===== src/rtl/div_clk_monitor.sv =====
// div_clk_monitor: measures period/high time of a divided clock, tracks lock and latches faults
module div_clk_monitor #(
  parameter int CNT_W      = 8,
  parameter int EXP_PERIOD = 5,
  parameter int TOL        = 0,
  parameter int LOCK_COUNT = 4,
  parameter int TIMEOUT    = 16
) (
  input  logic             clk,
  input  logic             reset,
  input  logic             enable,
  input  logic             div_clk,
  input  logic             clear_fault,
  output logic [CNT_W-1:0] period,
  output logic [CNT_W-1:0] high_time,
  output logic             meas_valid,
  output logic             locked,
  output logic             fault,
  output logic [1:0]       fault_cause
);
  typedef enum logic [1:0] {IDLE, ARM, MEASURE} state_t;
  localparam int MW = $clog2(LOCK_COUNT + 1);
  localparam logic [CNT_W-1:0] MAX  = '1;
  localparam logic [CNT_W-1:0] EXP  = CNT_W'(EXP_PERIOD);
  localparam logic [CNT_W-1:0] TOLV = CNT_W'(TOL);
  localparam logic [CNT_W-1:0] TMO  = CNT_W'(TIMEOUT);
  localparam logic [MW-1:0]    LCV  = MW'(LOCK_COUNT);
  localparam logic [MW-1:0]    LCM1 = MW'(LOCK_COUNT - 1);

  state_t           state;
  logic             s1, s2, s3;
  logic [CNT_W-1:0] pcnt, hcnt, diff, pcnt_inc, hcnt_inc;
  logic [MW-1:0]    match_cnt;
  logic             rise, take, in_tol, timeout, bad, new_fault;

  assign rise      = s2 & ~s3;
  assign take      = (state == MEASURE) & rise;
  assign pcnt_inc  = (pcnt == MAX) ? pcnt : pcnt + CNT_W'(1);
  assign hcnt_inc  = (hcnt == MAX) ? hcnt : hcnt + CNT_W'(1);
  assign diff      = (pcnt >= EXP) ? pcnt - EXP : EXP - pcnt;
  assign in_tol    = (pcnt != MAX) && (diff <= TOLV);
  assign timeout   = (state != IDLE) && !rise && (pcnt == TMO);
  assign bad       = take & ~in_tol;
  assign new_fault = enable & (bad | timeout);

  // two-flop synchronizer plus delay flop for rising-edge detection
  always_ff @(posedge clk) begin
    if (reset) begin
      s1 <= 1'b0;
      s2 <= 1'b0;
      s3 <= 1'b0;
    end else begin
      s1 <= div_clk;
      s2 <= s1;
      s3 <= s2;
    end
  end

  // monitor FSM with period/high counters, measurement capture and lock tracking
  always_ff @(posedge clk) begin
    if (reset) begin
      state      <= IDLE;
      pcnt       <= '0;
      hcnt       <= '0;
      match_cnt  <= '0;
      period     <= '0;
      high_time  <= '0;
      meas_valid <= 1'b0;
      locked     <= 1'b0;
    end else begin
      meas_valid <= enable & take;
      if (!enable) begin
        state     <= IDLE;
        pcnt      <= '0;
        hcnt      <= '0;
        match_cnt <= '0;
        locked    <= 1'b0;
      end else if (state == IDLE) begin
        state <= ARM;
        pcnt  <= '0;
        hcnt  <= '0;
      end else if (timeout) begin
        state     <= ARM;
        pcnt      <= '0;
        hcnt      <= s2 ? hcnt_inc : hcnt;
        match_cnt <= '0;
        locked    <= 1'b0;
      end else begin
        pcnt <= rise ? CNT_W'(1) : pcnt_inc;
        hcnt <= rise ? CNT_W'(1) : (s2 ? hcnt_inc : hcnt);
        if (rise) state <= MEASURE;
        if (take) begin
          period    <= pcnt;
          high_time <= hcnt;
          match_cnt <= in_tol ? ((match_cnt == LCV) ? match_cnt : match_cnt + MW'(1)) : '0;
          locked    <= in_tol && (match_cnt >= LCM1);
        end
      end
    end
  end

  // sticky fault; a new fault in the same cycle as a clear wins and records its cause
  always_ff @(posedge clk) begin
    if (reset) begin
      fault       <= 1'b0;
      fault_cause <= 2'b00;
    end else if (new_fault) begin
      fault <= 1'b1;
      if (clear_fault || fault_cause == 2'b00) fault_cause <= bad ? 2'b01 : 2'b10;
    end else if (clear_fault) begin
      fault       <= 1'b0;
      fault_cause <= 2'b00;
    end
  end
endmodule


===== config.mk =====
export PLATFORM = sky130hd
export DESIGN_NAME = div_clk_monitor
export DESIGN_NICKNAME = d
export VERILOG_FILES = /design/src/rtl/div_clk_monitor.sv
export SDC_FILE = /design/constraint.sdc
export NUM_CORES = 1
export LEC_CHECK = 0
export BUFFER_PORTS_ARGS = -buffer_cell sky130_fd_sc_hd__buf_2
export CAP_MARGIN = 15
export CORE_MARGIN = 4
export CORE_UTILIZATION = 57
export CTS_BUF_LIST = sky130_fd_sc_hd__clkbuf_8
export DETAILED_ROUTE_END_ITERATION = 7
export PLACE_DENSITY = 0.84
export SETUP_SLACK_MARGIN = 0.3
export SYNTH_ARGS = -nofsm -noshare
export SYNTH_HDL_FRONTEND = slang
export SYNTH_SLANG_ARGS = --single-unit

===== constraint.sdc =====
create_clock -name clk -period 3.79 [get_ports clk]
set_input_delay 0.379 -clock clk [delete_from_list [all_inputs] [get_ports clk]]
set_output_delay 0.379 -clock clk [all_outputs]
set_load 0.005 [all_outputs]

==> Word level (Yosys, flattened, before mapping) <==
Index checks and enable logic that the tools add are counted.
Widths: inputs -> output; s select.
{ "totals": {"wordCells": 85, "out_inout_bits": 21, "regBits": 45, "inputBits": 5} }
{ "op_classes": {"eq_ne": 9, "bitwise_logic": 11, "reduce_logical": 20, "order_cmp": 3, "muxes": 22, "addsub": 5} }
{ "ops": {"columns": ["op", "n"], "rows": [
  ["$mux 8", 5],
  ["$add 8x1->8 const B", 2],
  ["$eq 8x8->1 const B", 2],
  ["$mux 3", 4],
  ["$mux 1", 9],
  ["$eq 8x5->1 const B", 1],
  ["$ge 8x3->1 const B", 1],
  ["$le 8x1->1 const B", 1],
  ["$mux 2", 4],
  ["$ne 8x8->1 const B", 1],
  ["$sub 3x8->8 const A", 1],
  ["$sub 8x3->8 const B", 1],
  ["$reduce_bool 2->1", 3],
  ["$and 1x1->1", 5],
  ["$not 1->1", 5],
  ["$reduce_or 5->1", 1],
  ["$logic_and 1x1->1", 4],
  ["$logic_not 2->1", 2],
  ["$reduce_and 2->1", 2],
  ["$reduce_and 4->1", 1],
  ["$reduce_or 4->1", 1],
  ["$add 3x1->3 const B", 1],
  ["$eq 3x3->1 const B", 1],
  ["$ge 3x2->1 const B", 1],
  ["11 further kinds", 11]
]} }

==> Longest topological paths before layout <==
{ "depth": {"word_depth": 10, "ltp_mapped": 9} }

==> Least setup slack after synthesis <==
Ideal clock, no wire load.
{ "synth_path": {"path_kind": "register to register", "startpoint": "reg pcnt[1]", "endpoint": "reg fault", "path_slack_ns": 1.576, "path_buffers": 0, "synth_period_minus_slack_ns": 2.214, "arrival_ns": 2.082, "stages_incl_launch_ff": 9, "required_ns": 3.658, "cell_sequence": "dfxtp_1 > inv_1 > ha_1 > or2_2 > a2111oi_0 > a31oi_1 > nor4_4 > a211o_1 > a21oi_1"} }
{ "synth_via": {"elab_chain_cells": 9} }
{ "synth_lines": {"columns": ["item", "line", "rtl"], "rows": [
  ["start: declaration", "32", "logic [CNT_W-1:0] pcnt, hcnt, diff, pcnt_inc, hcnt_inc;"],
  ["start signal: assignment", "89", "pcnt <= rise ? CNT_W'(1) : pcnt_inc;"],
  ["$sub 3x8->8, or another cell as far along", "40", "assign diff = (pcnt >= EXP) ? pcnt - EXP : EXP - pcnt;"],
  ["$mux 8", "40", null],
  ["$le 8x1->1", "41", "assign in_tol = (pcnt != MAX) && (diff <= TOLV);"],
  ["$logic_and 1x1->1", "41", null],
  ["$not 1->1", "43", "assign bad = take & ~in_tol;"],
  ["$and 1x1->1", "43", null],
  ["$or 1x1->1 *", "44", "assign new_fault = enable & (bad | timeout);"],
  ["$and 1x1->1 *", "44", null],
  ["$mux 1 / $reduce_bool 2->1 (equally long branches)", null, null],
  ["end signal: assignment", "105", "fault <= 1'b0;"],
  ["end signal: assignment", "108", "fault <= 1'b1;"],
  ["end signal: assignment", "111", "fault <= 1'b0;"],
  ["end: declaration", "18", "output logic fault,"]
]} }
Mark *: on every way between the ends. The rest lies on a longest branch, timed or not.
A chain may end at the register's enable or synchronous reset.

==> Worst setup path in the final report <==
{ "layout_path": {"startpoint": "reg pcnt[1]", "endpoint": "reg match_cnt[1]"} }
{ "layout_via": {"elab_chain_cells": 7} }
{ "layout_lines": {"columns": ["item", "line", "rtl"], "rows": [
  ["$sub 3x8->8, or another cell as far along", "40", null],
  ["$mux 8", "40", null],
  ["$le 8x1->1", "41", null],
  ["$logic_and 1x1->1", "41", null],
  ["$mux 3", "95", "match_cnt <= in_tol ? ((match_cnt == LCV) ? match_cnt : match_cnt + MW'(1)) : '0;"],
  ["$mux 3", "92", "if (take) begin"],
  ["$mux 3", "82", "end else if (timeout) begin"],
  ["end signal: assignment", "95", null],
  ["end: declaration", "33", "logic [MW-1:0] match_cnt;"]
]} }
Parallel ways exist; a longest one is shown, timed or not. The select of a mux whose other input is x is not followed.

==> impl_metrics.toml <==
[power_and_ir_drop]
peakVddDrop_mv = 0.258
switchingPower_uw = 181
p_int_uw = 677
power_frac_clock_pct = 42.0
powerDensity_nw_per_um2 = 355
power.total_uw = 859
swShare_pct = 21.1
p_leak_uw = 0.00102
comb_power_share_pct = 2.4
power_frac_seq_pct = 55.6

[critical_path]
worstSetupPathType = "flip-flop to flip-flop"
reg2regPathDepth = 8
cp.arrival_ns = 2.79
cpMostUsedCell = "a31oi_1"
critPathMaxStageDelay_ns = 0.45
cp_max_fo = 8
crit_required_ns = 4.01
r2r-start = "pcnt[1]$_SDFFE_PP0P_"
crit_buf_inv = 1
path_delay_family = "simple AND/OR/NAND/NOR gates"
cp_slowest_cell = "nor4_4"
crit_chain = "inv_1 > ha_1 > or2_2 > a2111oi_0 > a31oi_1 > nor4_4 > nand4_1 > a31oi_1"
reg2reg_slack_ns = 1.23
cp-end-kind = "flip-flop"
start_kind = "flip-flop"
r2r_end = "match_cnt[1]$_SDFFE_PP0P_"

[global_route]
grt_antenna_before_repair = 0
grt_max_degree = 25
grt_pass1_wl_um = 7530
grt_overflow = 0
track_usage_pct = 18.6
grt_pass1_vias = 1656

[yosys]
seq_area_frac_synth_pct = 41.3
synth-seq-cells = 45
ys_types = 43
yosysTopAreaCell = "dfxtp_1"
synthAdderAreaFrac_pct = 5.73
synth_top_family_by_area = "simple AND/OR/NAND/NOR gates"
synth_mux_area_share_pct = 7.34
synth.area.top_cells = "dfxtp_1 41%, nor2_1 9.1%, mux2i_1 7.3%"
synthesis.area_um2 = 2180
synthSimpleGateAreaFrac_pct = 27.4
synth_flop_cell = "dfxtp_1"
synth_compound_area_share_pct = 9.63
synth_top_area_share_pct = 41.3
synth.net_count = 271
syn_inst = 256
avgSynthCellArea_um2 = 8.53
yosysWarnings = 0
synth_edf_count = 0
synth-xor-area-share_pct = 4.01
async_flop_share_pct = 0

[cells_and_area]
syn_to_final_growth_pct = 10.7
diodes = 0
drive_above_1_share_pct = 14.8
final_common_cell = "nor2_1"
n_fill_cell = 330
nNetsFinal = 291
final_cell_mix = "53 x nor2_1, 45 x dfxtp_1, 25 x buf_2, 17 x nand2_1, 16 x mux2i_1"
stdcell_area_um2 = 2420
finalCoreUtilization_pct = 65.5

[flow_run]
drv_cap = 0

[timing]
drv_slew = 0
timing.fmax_mhz = 390
worst_clock_skew_ns = 0.00694
timing.setup.tns_ns = 0
slew_headroom_pct = 29.1
whs_ns = 0.296
finalHoldViolations = 0
finalCriticalPeriod_ns = 2.56
rsz0062_at_grt = "false"
setup_violations = 0
finalCritPeriodShare_pct = 67.6
worst_pin_slew_ns = 1.06

[clocking]
cts.sinks = 45
htreeDepth = 2
cts.clk_slew.worst_paths_ns = 0.09
clockRootBuffer = "clkbuf_8"
postCtsResizedCells = 0
cts_tree = "yes"
cts_setup_buffers = 0
ctsHoldBuffers = 0
cts_buffers = 5
cts_max_path_buffers = 2
clock_latency_ns = 0.29

[floorplanning]
core_area_um2 = 3690
start_util_pct = 59.2
die_h_um = 69.9
die_x_um = 69.9
rows = 22
die_area_um2 = 4880
ios = 26

[place]
place_area_um2 = 2300
dpl.hpwl_um = 2990
gp_congestion = 0.868
port_buffers = 25

[hold_path]
min_path_cells = 2
hp-class = "input pin to flip-flop"
min_to = "s1$_SDFF_PP0_"
hold_path.startpoint = "div_clk"

[detailed_routing]
num_vias = 1795
vias_per_cell = 5.52
drt-total-wl_um = 4400
drc = 0
drt_first_pass_iters = 4
wl_per_cell_um = 13.5
drtAntennaViolNets = 0
drtIter0Drc = 84

[outcome]
outcome = "finished clean"
==> final cells by class <==
type | instances | area, um2 | area share [%]
multi-input cells | 189 | 1180 | 48.9
repair buffers | 25 | 125 | 5.18
inverters | 10 | 37.5 | 1.55
well taps | 48 | 60.1 | 2.49
clock buffers | 5 | 68.8 | 2.85
clock inverters | 3 | 42.5 | 1.76
flip-flops and latches | 45 | 901 | 37.3
==> metal layers <==
metal	vias to the layer above	track usage, %	routed length [um]
li1	913	-	-
met1	840	23.7	2070
met2	40	30.6	2070
met3	2	5.32	239
met4	0	5.32	20
met5	-	0	0
==> cells by family (layout without fill, tap and decap cells) <==
logic type / count (synthesis) / after routing
adder cells (fa/ha/maj): 10 / 10
XOR/XNOR: 10 / 10
AO/OA/AOI/OAI: 33 / 33
AND/OR/NAND/NOR: 120 / 120
multiplexers: 16 / 16
flip-flops: 45 / 45
buffers and inverters: 22 / 43
==> power groups by stage <==
stage	Clock, uW	Combinational (uW)	Sequential [uW]
after floorplan	0	14.2	487
after CTS	368	20.9	477
after global routing	385	23.3	477
after global placement	0	20.2	488
after detailed placement	0	20.7	488
final	361	20.6	477
==> cells in the mapped netlist, drive strengths merged (2+ instances only) <==
library cell / number
nor2: 53
dfxtp: 45
nand2: 17
mux2i: 16
a21oi: 12
nand3: 12
ha: 10
inv: 10
xnor2: 8
nand2b: 7
nor2b: 7
buf: 6
clkbuf: 6
nand4: 6
o21ai: 6
nor3: 5
a31oi: 3
or3: 3
a2111oi: 2
a211o: 2
a211oi: 2
and2: 2
and3: 2
or2: 2
xor2: 2
==> flip-flops by register name, summed over array words and instances (netlist names) <==
| signal | flops |
|---|---|
| pcnt | 8 |
| match_cnt | 3 |
| s3 | 1 |
| state | 2 |
| fault | 1 |
| locked | 1 |
| fault_cause | 2 |
| s1 | 1 |
| meas_valid | 1 |
| period | 8 |
| s2 | 1 |
| hcnt | 8 |
| high_time | 8 |
==> worst max path at each step <==
| stage | to | slack (ns) | from | cells after the start |
|---|---|---|---|---|
| 6_report | match_cnt[1]$_SDFFE_PP0P_ | 1.23 | pcnt[1]$_SDFFE_PP0P_ | 8 |
| 2_1_floorplan | fault$_SDFFE_PP0P_ | 1.58 | pcnt[1]$_SDFFE_PP0P_ | 8 |
| 5_1_grt | match_cnt[0]$_SDFFE_PP0P_ | 0.99 | pcnt[2]$_SDFFE_PP0P_ | 7 |
| 3_5_place_dp | match_cnt[0]$_SDFFE_PP0P_ | 1.30 | pcnt[1]$_SDFFE_PP0P_ | 8 |
| 4_1_cts | match_cnt[0]$_SDFFE_PP0P_ | 1.26 | pcnt[1]$_SDFFE_PP0P_ | 8 |
| 3_3_place_gp | fault_cause[0]$_SDFFE_PP0P_ | 1.42 | pcnt[1]$_SDFFE_PP0P_ | 8 |
==> per-stage QoR <==
| stage | setup WS (ns) | std cells |
|---|---|---|
| floorplan | 1.58 | 256 |
| global placement | 1.42 | 317 |
| detailed placement | 1.30 | 317 |
| CTS | 1.26 | 325 |
| global route | 0.986 | 325 |
| finish | 1.23 | 325 |
No activity file was read; power rests on OpenSTA's default activity.
